`src/rtl/pipe_ctrl_pkg.sv`:
```
// Shared types and constants for the pipeline control unit.
// State encoding, datapath widths and counter-load helper.
package pipe_ctrl_pkg;

    localparam int unsigned RegsAddrW = 5;
    localparam int unsigned WordAddrW = 32;

    localparam logic [WordAddrW-1:0] Default32Zero = '0;

    typedef enum logic [1:0] {
        CuStRun   = 2'd0,
        CuStFlush = 2'd1,
        CuStStall = 2'd2,
        CuStHalt  = 2'd3
    } cu_state_e;

    // Counter preload for a multi-cycle state; the entry cycle itself counts as one.
    function automatic logic [2:0] cnt_load(input int unsigned cycles);
        if (cycles > 1) begin
            return 3'(cycles - 2);
        end
        return 3'd0;
    endfunction

endpackage

```
`src/rtl/pipe_ctrl_hazard_detect.sv`:
```
// Load-use hazard compare: flags when the instruction in ID reads the register
// a load currently in EX is about to write.
module pipe_ctrl_hazard_detect
    import pipe_ctrl_pkg::*;
(
    input  logic                 load_i,
    input  logic [RegsAddrW-1:0] rd_addr_i,
    input  logic [RegsAddrW-1:0] rs1_addr_i,
    input  logic [RegsAddrW-1:0] rs2_addr_i,
    input  logic [1:0]           rs_use_i,
    output logic                 haz_o
);

    logic rs1_hit;
    logic rs2_hit;

    always_comb begin
        rs1_hit = rs_use_i[0] && (rs1_addr_i == rd_addr_i);
        rs2_hit = rs_use_i[1] && (rs2_addr_i == rd_addr_i);
        // x0 is never a real destination, so it cannot create a dependency.
        haz_o   = load_i && (rd_addr_i != '0) && (rs1_hit || rs2_hit);
    end

endmodule

```
`src/rtl/pipe_ctrl.sv`:
```
// Pipeline control unit: PC redirect/hold, IF/ID and ID/EX flush/hold,
// load-use stalls and debug halt for the 5-stage core.
module pipe_ctrl
    import pipe_ctrl_pkg::*;
#(
    parameter int unsigned FLUSH_CYCLES = 2,
    parameter int unsigned LOAD_STALL   = 1
) (
    input  logic                 clk,
    input  logic                 rst_n,
    input  logic                 ex2cu_jump_en_i,
    input  logic [WordAddrW-1:0] ex2cu_jump_addr_i,
    input  logic [RegsAddrW-1:0] id2cu_rs1_addr_i,
    input  logic [RegsAddrW-1:0] id2cu_rs2_addr_i,
    input  logic [1:0]           id2cu_rs_use_i,
    input  logic [RegsAddrW-1:0] idex2cu_rd_addr_i,
    input  logic                 idex2cu_load_i,
    input  logic                 dbg2cu_halt_req_i,
    output logic                 cu2pc_jump_en_o,
    output logic [WordAddrW-1:0] cu2pc_jump_addr_o,
    output logic                 cu2pc_hold_o,
    output logic                 cu2ifid_flush_o,
    output logic                 cu2ifid_hold_o,
    output logic                 cu2idex_flush_o,
    output logic                 cu2dbg_halted_o
);

    localparam logic [2:0] FlushCnt = cnt_load(FLUSH_CYCLES);
    localparam logic [2:0] StallCnt = cnt_load(LOAD_STALL);
    localparam bit         FlushMulti = FLUSH_CYCLES > 1;
    localparam bit         StallMulti = LOAD_STALL > 1;

    cu_state_e  state_q, state_d;
    logic [2:0] cnt_q, cnt_d;
    logic       halted_q;
    logic       haz;

    pipe_ctrl_hazard_detect u_hazard_detect (
        .load_i     (idex2cu_load_i),
        .rd_addr_i  (idex2cu_rd_addr_i),
        .rs1_addr_i (id2cu_rs1_addr_i),
        .rs2_addr_i (id2cu_rs2_addr_i),
        .rs_use_i   (id2cu_rs_use_i),
        .haz_o      (haz)
    );

    always_comb begin
        state_d           = state_q;
        cnt_d             = cnt_q;
        cu2pc_jump_en_o   = 1'b0;
        cu2pc_jump_addr_o = Default32Zero;
        cu2pc_hold_o      = 1'b0;
        cu2ifid_flush_o   = 1'b0;
        cu2ifid_hold_o    = 1'b0;
        cu2idex_flush_o   = 1'b0;

        unique case (state_q)
            CuStRun: begin
                if (ex2cu_jump_en_i) begin
                    cu2pc_jump_en_o   = 1'b1;
                    cu2pc_jump_addr_o = ex2cu_jump_addr_i;
                    cu2ifid_flush_o   = 1'b1;
                    cu2idex_flush_o   = 1'b1;
                    if (FlushMulti) begin
                        state_d = CuStFlush;
                        cnt_d   = FlushCnt;
                    end
                end else if (haz) begin
                    cu2pc_hold_o    = 1'b1;
                    cu2ifid_hold_o  = 1'b1;
                    cu2idex_flush_o = 1'b1;
                    if (StallMulti) begin
                        state_d = CuStStall;
                        cnt_d   = StallCnt;
                    end
                end else if (dbg2cu_halt_req_i) begin
                    state_d = CuStHalt;
                end
            end
            CuStFlush: begin
                // EX holds a bubble here, so any jump_en_i is stale and ignored.
                cu2ifid_flush_o = 1'b1;
                if (cnt_q == 3'd0) begin
                    state_d = CuStRun;
                end else begin
                    cnt_d = cnt_q - 3'd1;
                end
            end
            CuStStall: begin
                cu2pc_hold_o    = 1'b1;
                cu2ifid_hold_o  = 1'b1;
                cu2idex_flush_o = 1'b1;
                if (cnt_q == 3'd0) begin
                    state_d = CuStRun;
                end else begin
                    cnt_d = cnt_q - 3'd1;
                end
            end
            CuStHalt: begin
                cu2pc_hold_o    = 1'b1;
                cu2ifid_hold_o  = 1'b1;
                cu2idex_flush_o = 1'b1;
                if (!dbg2cu_halt_req_i) begin
                    state_d = CuStRun;
                end
            end
            default: begin
                state_d = CuStRun;
                cnt_d   = 3'd0;
            end
        endcase

        // Keep the pipe quiet while reset is held, whatever the inputs do.
        if (!rst_n) begin
            cu2pc_jump_en_o   = 1'b0;
            cu2pc_jump_addr_o = Default32Zero;
            cu2pc_hold_o      = 1'b0;
            cu2ifid_flush_o   = 1'b0;
            cu2ifid_hold_o    = 1'b0;
            cu2idex_flush_o   = 1'b0;
        end
    end

    always_ff @(posedge clk or negedge rst_n) begin
        if (!rst_n) begin
            state_q  <= CuStRun;
            cnt_q    <= 3'd0;
            halted_q <= 1'b0;
        end else begin
            state_q  <= state_d;
            cnt_q    <= cnt_d;
            halted_q <= (state_d == CuStHalt);
        end
    end

    assign cu2dbg_halted_o = halted_q;

endmodule

```
`config.mk`:
```
export PLATFORM = sky130hd
export DESIGN_NAME = pipe_ctrl
export DESIGN_NICKNAME = d
export VERILOG_FILES = /design/src/rtl/pipe_ctrl_pkg.sv /design/src/rtl/pipe_ctrl_hazard_detect.sv /design/src/rtl/pipe_ctrl.sv
export SDC_FILE = /design/constraint.sdc
export NUM_CORES = 1
export LEC_CHECK = 0
export CAP_MARGIN = 20
export CORE_MARGIN = 2
export CORE_UTILIZATION = 28
export CTS_BUF_LIST = sky130_fd_sc_hd__clkbuf_2 sky130_fd_sc_hd__clkbuf_4 sky130_fd_sc_hd__clkbuf_8
export DETAILED_ROUTE_END_ITERATION = 12
export PLACE_DENSITY = 0.82
export RECOVER_POWER = 25
export SLEW_MARGIN = 10
export SYNTH_ARGS = -nofsm -noshare
export SYNTH_HDL_FRONTEND = slang
export SYNTH_HIERARCHICAL = 1
export SYNTH_SLANG_ARGS = --single-unit
```
`constraint.sdc`:
```
create_clock -name clk -period 2.4 [get_ports clk]
set_input_delay 0.48 -clock clk [delete_from_list [all_inputs] [get_ports clk]]
set_output_delay 0.48 -clock clk [all_outputs]
set_load 0.03 [all_outputs]
```
==> metrics.md, run 1 <==
| Metric | Value |
|---|---|
| Outcome | complete, no violations |
| Met2 global-route usage | 0.386 |
| Largest net degree at the start of global routing | 35 |
| Clock Tree Buf Depth | 2 |
| Top post-synthesis cells by count | 32 x and2_1, 8 x a21oi_1, 8 x xor2_1 |
| Layout Nets | 258 |
| Relative slew slack | 0.767 |
| Area Overhead vs Synth | 107% |
| I/O Buffers | 91 |
| H-Tree Depth | 1 |
| Final Power | 1.07 mW |
| Post-layout minimum cycle time | 2.30 ns |
| Hold_buf cts | 0 |
| Max Clock Skew | ~0.00030 ns |
| Synth area leader | and2_1 |
| Routed WL | 3.38 mm |
| Final max-slew violation count | 0 |
| CTS sink cnt | 6 |
| Clk slew on worst S/H paths | 0.04 ns |
| Die area | 3360 um2 |
| Core ar. | 2760 um2 |
| Lkg Pwr | 0.832 nW |
| Vias in the first global route | 1026 |
| Setup ws final | 0.101 ns |
| Pwr/cell area | 634 nW/um2 |
| First-pass GRT wire length | 4.96 mm |
| Initial DRT Pass Iterations | 4 |
| Netlist cell types | 24 |
| Endpoints failing hold | 0 |
| Average size of a mapped cell | 8.16 um2 |
| # IOs | 92 |
| CP max FO | 3 |
| Critical Path Source Type | primary input |
| Dpl ws | -0.274 ns |
| Share of post-route cells with drive strength above 1 | 0.323 |
| Post-synth EDFFs | 0 |
| Gr usage total | 0.194 |
| Grt met3 use | 0.0446 |
| Max-Cap Viols | 0 |
| Clk Tree Root Cell | clkbuf_4 |
| #FFs+latches synth | 6 |
| Worst Path Required | 1.92 ns |
| Final period utilization | 0.958 |
| GR Overflow Total | 0 |
| Sequential area share after synthesis | 0.184 |
| Num CTS Buffers | 3 |
| Worst min-delay path class | flop to flop |
| TNS Setup | 0 ns |
| CP Class | primary input to output port |
| Die height | 58.0 um |
| Critical path arrival | approximately 1.8 ns |
| Setup Viol. Count Final | 0 |
| Vias | 1068 |
| WHS | roughly 0.54 ns |
| F_max | 435 MHz |
| Initial antenna violation count | 0 |
| GPL Wtd Cong | 0.961 |
| Worst-Margin Slew | 0.349 ns |
| ANT nets after route | 0 |
| Post-detail-place hpwl | 3.00 mm |
| Synth Flop Type | dfrtp_1 |
| Cell Area, Synth | 816 um2 |
| Vias/cell | 4.73 |
| # diodes | 0 |
| Syn Inst Count | 100 |
| Worst setup EP type | output port |
| Count leader, synth | and2_1 |
| Starting Density | 0.296 |
| Wirelength per Cell | 14.9 um |
| Die X | 58.0 um |
| Row Count | 19 |
| Skew-Pair Late Insertion Delay | 0.24 ns |
| Initial DRC Count | 32 |
| # DRC | 0 |
| Met1 global-route usage | 0.198 |
| Layer carrying the most global-route usage | met2 |
| Top cells by area, synth | and2_1 25%, dfrtp_1 18%, ha_1 11% |
| Async SR Flop Fraction | 1.00 |
| TritonCTS clock tree | yes |
| Yosys top cell area share | 0.245 |
| Synthesized net count | 161 |
| Yosys warning total | 6 |
| Max VDD drop | between 0.5 and 0.6 mV |
| RSZ-0062 raised after global routing | false |
through the flow:
stage	std cells	util	cell area (um2)
after floorplan	100	-	820
after global routing	226	0.612	1690
final	226	0.612	1690
after CTS	225	0.618	1710
after detailed placement	221	0.604	1670
after global placement	221	0.604	1670
final cells by class:
class | instances | area [um2]
clock buffers | 3 | 22.5
fillers | 242 | 1070
inverters | 5 | 18.8
multi-input cells | 84 | 616
flip-flops and latches | 6 | 150
well taps | 31 | 38.8
repair buffers | 97 | 841
layout by cell type, fill, tap and decap left out, types with 2 or more instances in the layout:
cell              n
nor2b_1           2
xnor2_1           2
nand3_1           2
dfrtp_1           6
nand2b_1          5
clkdlybuf4s50_1  39
clkbuf_2          9
xor2_1            7
a21oi_2           2
o21ai_0           2
inv_1             4
nand2_1           4
clkbuf_4          3
and2_1           32
buf_4            40
buf_6             3
dlygate4sd3_1     2
a21oi_1           6
ha_1              6
a21o_1            2
mux2i_1           3
layer usage:
metal / up-vias / routed length [um] / share of wire
met3: 4 / 266 / 0.079
met2: 50 / 1900 / 0.56
li1: 515 / - / -
met4: 0 / 29 / 0.0086
met1: 499 / 1180 / 0.35
met5: - / 0 / 0
where the power goes:
part	total, mW	internal (mW)	switching (mW)
registers	0.174	0.144	0.0299
logic	0.804	0.367	0.437
clock network	0.0925	0.0565	0.0360
total	1.07	0.567	0.503
flip-flops by register name, summed over array words and instances, names as in the netlist:
register,cells
cnt_q,3
state_q,2
cu2dbg_halted_o,1
path summary, 6_finish.rpt:
path,endpoint,slack [ns],startpoint,depth (start not counted)
worst max-delay path,cu2idex_flush_o,0.10,idex2cu_rd_addr_i[0],7
worst min-delay path,cnt_q[0]$_DFFE_PN0P_,0.54,cnt_q[0]$_DFFE_PN0P_,3
worst max register to register,cu2dbg_halted_o$_DFF_PN0_,0.87,state_q[1]$_DFF_PN0_,5
worst min register to register,cnt_q[0]$_DFFE_PN0P_,0.54,cnt_q[0]$_DFFE_PN0P_,3
max in group asynchronous,state_q[1]$_DFF_PN0_,1.65,rst_n,2
min in group asynchronous,cnt_q[0]$_DFFE_PN0P_,0.63,rst_n,2
cells by family (layout without fill, tap and decap cells):
group,Yosys count,count (layout),synth area share
AO/OA/AOI/OAI,14,14,0.103
XOR/XNOR,10,10,0.107
adder cells (fa/ha/maj),7,7,0.107
buffers and inverters,10,105,0.0874
flip-flops,6,6,0.184
multiplexers,3,3,0.0368
AND/OR/NAND/NOR,50,50,0.374
what timing repair did:
item / CTS / global route
buffers inserted: 1 / 1
resized for setup: 21 / 24
setup endpoints to repair: 3 / 36
pin swaps: 6 / 10
critical path: stages:
cell and delay, ns:
clkbuf_2 0.12, or4_4 0.54, o21ai_0 0.21, a21oi_2 0.07
o21ai_0 0.15, a21oi_1 0.08, buf_4 0.17
No activity file was read; power rests on OpenSTA's default activity.
==> run 2, diff against run 1 <==
--- a/config.mk
+++ b/config.mk
@@ -10,7 +10,7 @@
 export CORE_UTILIZATION = 28
 export CTS_BUF_LIST = sky130_fd_sc_hd__clkbuf_2 sky130_fd_sc_hd__clkbuf_4 sky130_fd_sc_hd__clkbuf_8
 export DETAILED_ROUTE_END_ITERATION = 12
-export PLACE_DENSITY = 0.82
+export PLACE_DENSITY = 0.86
 export RECOVER_POWER = 25
 export SLEW_MARGIN = 10
 export SYNTH_ARGS = -nofsm -noshare
==> constraint.sdc (replaced) <==
create_clock -name clk -period 2.3 [get_ports clk]
set_input_delay 0.46 -clock clk [delete_from_list [all_inputs] [get_ports clk]]
set_output_delay 0.46 -clock clk [all_outputs]
set_load 0.03 [all_outputs]
==> run 2 against run 1 <==
- sequential share of layout area shrank 0.19 points
- sequential cell count is the same
- sequential power grew 4%
- clock skew grew 0.0032 ns
- register-to-register slack lost 0.08 ns
- first-iteration DRC count shrank 19%
- final cell count shrank 1.3%
- combinational power grew 7.5%
- highest routed layer unchanged
==> metrics.md, run 2 (synthesized netlist as in run 1, its figures left out) <==
| Metric | Value |
|---|---|
| Outcome | complete, no violations |
| Max Clock Skew | 0.00347 ns |
| CP max FO | 3 |
| Initial DRT Pass Iterations | 2 |
| Crit path largest cell delay | 0.34 ns |
| Num CTS Buffers | 3 |
| ANT nets after route | 0 |
| Critical Path Source Type | primary input |
| Worst min-delay path class | flop to flop |
| Crit-path cells | buf_6, xor2_1, nor4_2, nand3_2, a21oi_2, nand2_1, a21oi_2, buf_6 |
| TritonCTS clock tree | yes |
| Endpoints failing hold | 0 |
| Pwr/cell area | 661 nW/um2 |
| Worst-Margin Slew | between 0.3 and 0.4 ns |
| First-pass GRT wire length | 4.33 mm |
| Biggest register | cnt_q |
| Largest net degree at the start of global routing | 35 |
| Final period utilization | 0.994 |
| I/O Buffers | 91 |
| Clk Tree Root Cell | clkbuf_4 |
| Vias in the first global route | 946 |
| Met1 global-route usage | 0.170 |
| Layer carrying the most global-route usage | met2 |
| GPL Wtd Cong | 0.835 |
| Post-layout minimum cycle time | around 2.3 ns |
| Die height | 58.0 um |
| CP Class | primary input to output port |
| Share of post-route cells with drive strength above 1 | 0.354 |
| Worst setup EP type | output port |
| Multi-input logic area | 646 um2 |
| Initial DRC Count | 26 |
| CTS sink cnt | 6 |
| RSZ-0062 raised after global routing | true |
| Clock Tree Buf Depth | 2 |
| GR Overflow Total | 0 |
| Storage element area | 150 um2 |
| Starting Density | 0.296 |
| Setup Viol. Count Final | 0 |
| Area Overhead vs Synth | 111% |
| Routed WL | 2.76 mm |
| Slowest stage cell, crit path | nor4_2 |
| Placement Cell Area | 1670 um2 |
| Core ar. | 2760 um2 |
| Final instance area | about 1700 um2 |
| H-Tree Depth | 1 |
| Vias | between 1000 and 1500 |
| Worst Path Required | 1.84 ns |
| Max-Cap Viols | 0 |
| Max VDD drop | 0.634 mV |
| Final max-slew violation count | 0 |
| Most frequent cells in the layout | 38 x clkdlybuf4s50_1, 36 x buf_4, 32 x and2_1, 7 x buf_6 |
| Layout Nets | 255 |
| Commonest non-fill, non-tap cell in the layout | clkdlybuf4s50_1 |
| Vias/cell | 4.52 |
| Post-detail-place hpwl | around 2.4 mm |
| Dpl ws | -0.360 ns |
| Die area | 3360 um2 |
| Clk slew on worst S/H paths | 0.04 ns |
| # IOs | 92 |
| Final Power | 1.14 mW |
| Met2 global-route usage | 0.312 |
| Gr usage total | 0.163 |
| Initial antenna violation count | 0 |
| Skew-Pair Late Insertion Delay | 0.24 ns |
| Lkg Pwr | about 0.83 nW |
| # diodes | 0 |
| F_max | 438 MHz |
| WHS | 0.530 ns |
| Max FFs per register | 3 |
| Row Count | 19 |
| Grt met3 use | 0.0513 |
| Relative slew slack | 0.788 |
| Filler cell count | 246 |
| Wirelength per Cell | 12.4 um |
| Die X | 58.0 um |
| Critical path arrival | 1.83 ns |
| # DRC | 0 |
| Setup ws final | 0.0146 ns |
[run 2: cell types whose count changed in the layout (fill, tap and decap cells not counted), moves of 2 or more]
cell,change
buf_4,-4
buf_6,+4
o21ai_0,-2
clkbuf_2,-3
[run 2: stage by stage]
| step | util | instances | setup TNS, ns |
|---|---|---|---|
| final | 0.625 | 223 | 0 |
| after global routing | 0.625 | 223 | -0.130 |
| after CTS | 0.617 | 223 | 0 |
| after detailed placement | 0.606 | 220 | -1.16 |
| after global placement | 0.606 | 220 | -0.803 |
| after floorplan | - | 100 | 0 |
[run 2: repair_timing]
| action | 4_1_cts | 5_1_grt |
|---|---|---|
| setup endpoints to repair | 3 | 36 |
| setup buffers | 0 | 0 |
| hold buffers | 0 | 0 |
| hold endpoints to repair | 0 | 0 |
| pin swaps | 12 | 13 |
| resized for setup | 31 | 35 |
| gates cloned | 0 | 0 |
[run 2: layer usage]
metal  share of wire  up-vias
met5               0        -
met4           0.014        0
met3            0.12        4
met2            0.54       51
met1            0.33      446
li1                -      507
[run 2: area by class of cell]
cell class | instances | area share
Timing Repair Buffer | 94 | 0.492
Clock buffer | 3 | 0.0131
Tap cell | 31 | 0.0225
Sequential cell | 6 | 0.0871
Multi-Input combinational cell | 84 | 0.375
Inverter | 5 | 0.0109
[run 2: final timing paths]
kind	from	endpoint	slack, ns	cells after the start
max in group asynchronous	rst_n	cnt_q[1]$_DFFE_PN0P_	1.55	2
min reg2reg	cnt_q[2]$_DFFE_PN0P_	cnt_q[2]$_DFFE_PN0P_	0.53	2
max	id2cu_rs1_addr_i[1]	cu2pc_hold_o	0.01	8
min	cnt_q[2]$_DFFE_PN0P_	cnt_q[2]$_DFFE_PN0P_	0.53	2
max reg2reg	state_q[0]$_DFF_PN0_	cu2dbg_halted_o$_DFF_PN0_	0.79	5
min in group asynchronous	rst_n	state_q[1]$_DFF_PN0_	0.63	2
[run 2: worst max-delay path: cells and delay by family]
family	cells	cell delay (ns)
compound gates	2	0.40
simple gates	3	0.57
xor+xnor	1	0.15
buf+inv	2	0.25
[run 2: power breakdown]
part | internal [mW] | leakage [nW] | switching, mW
Combinational | 0.409 | 0.743 | 0.455
Clock | 0.0588 | 0.0138 | 0.0348
Sequential | 0.150 | 0.0770 | 0.0313
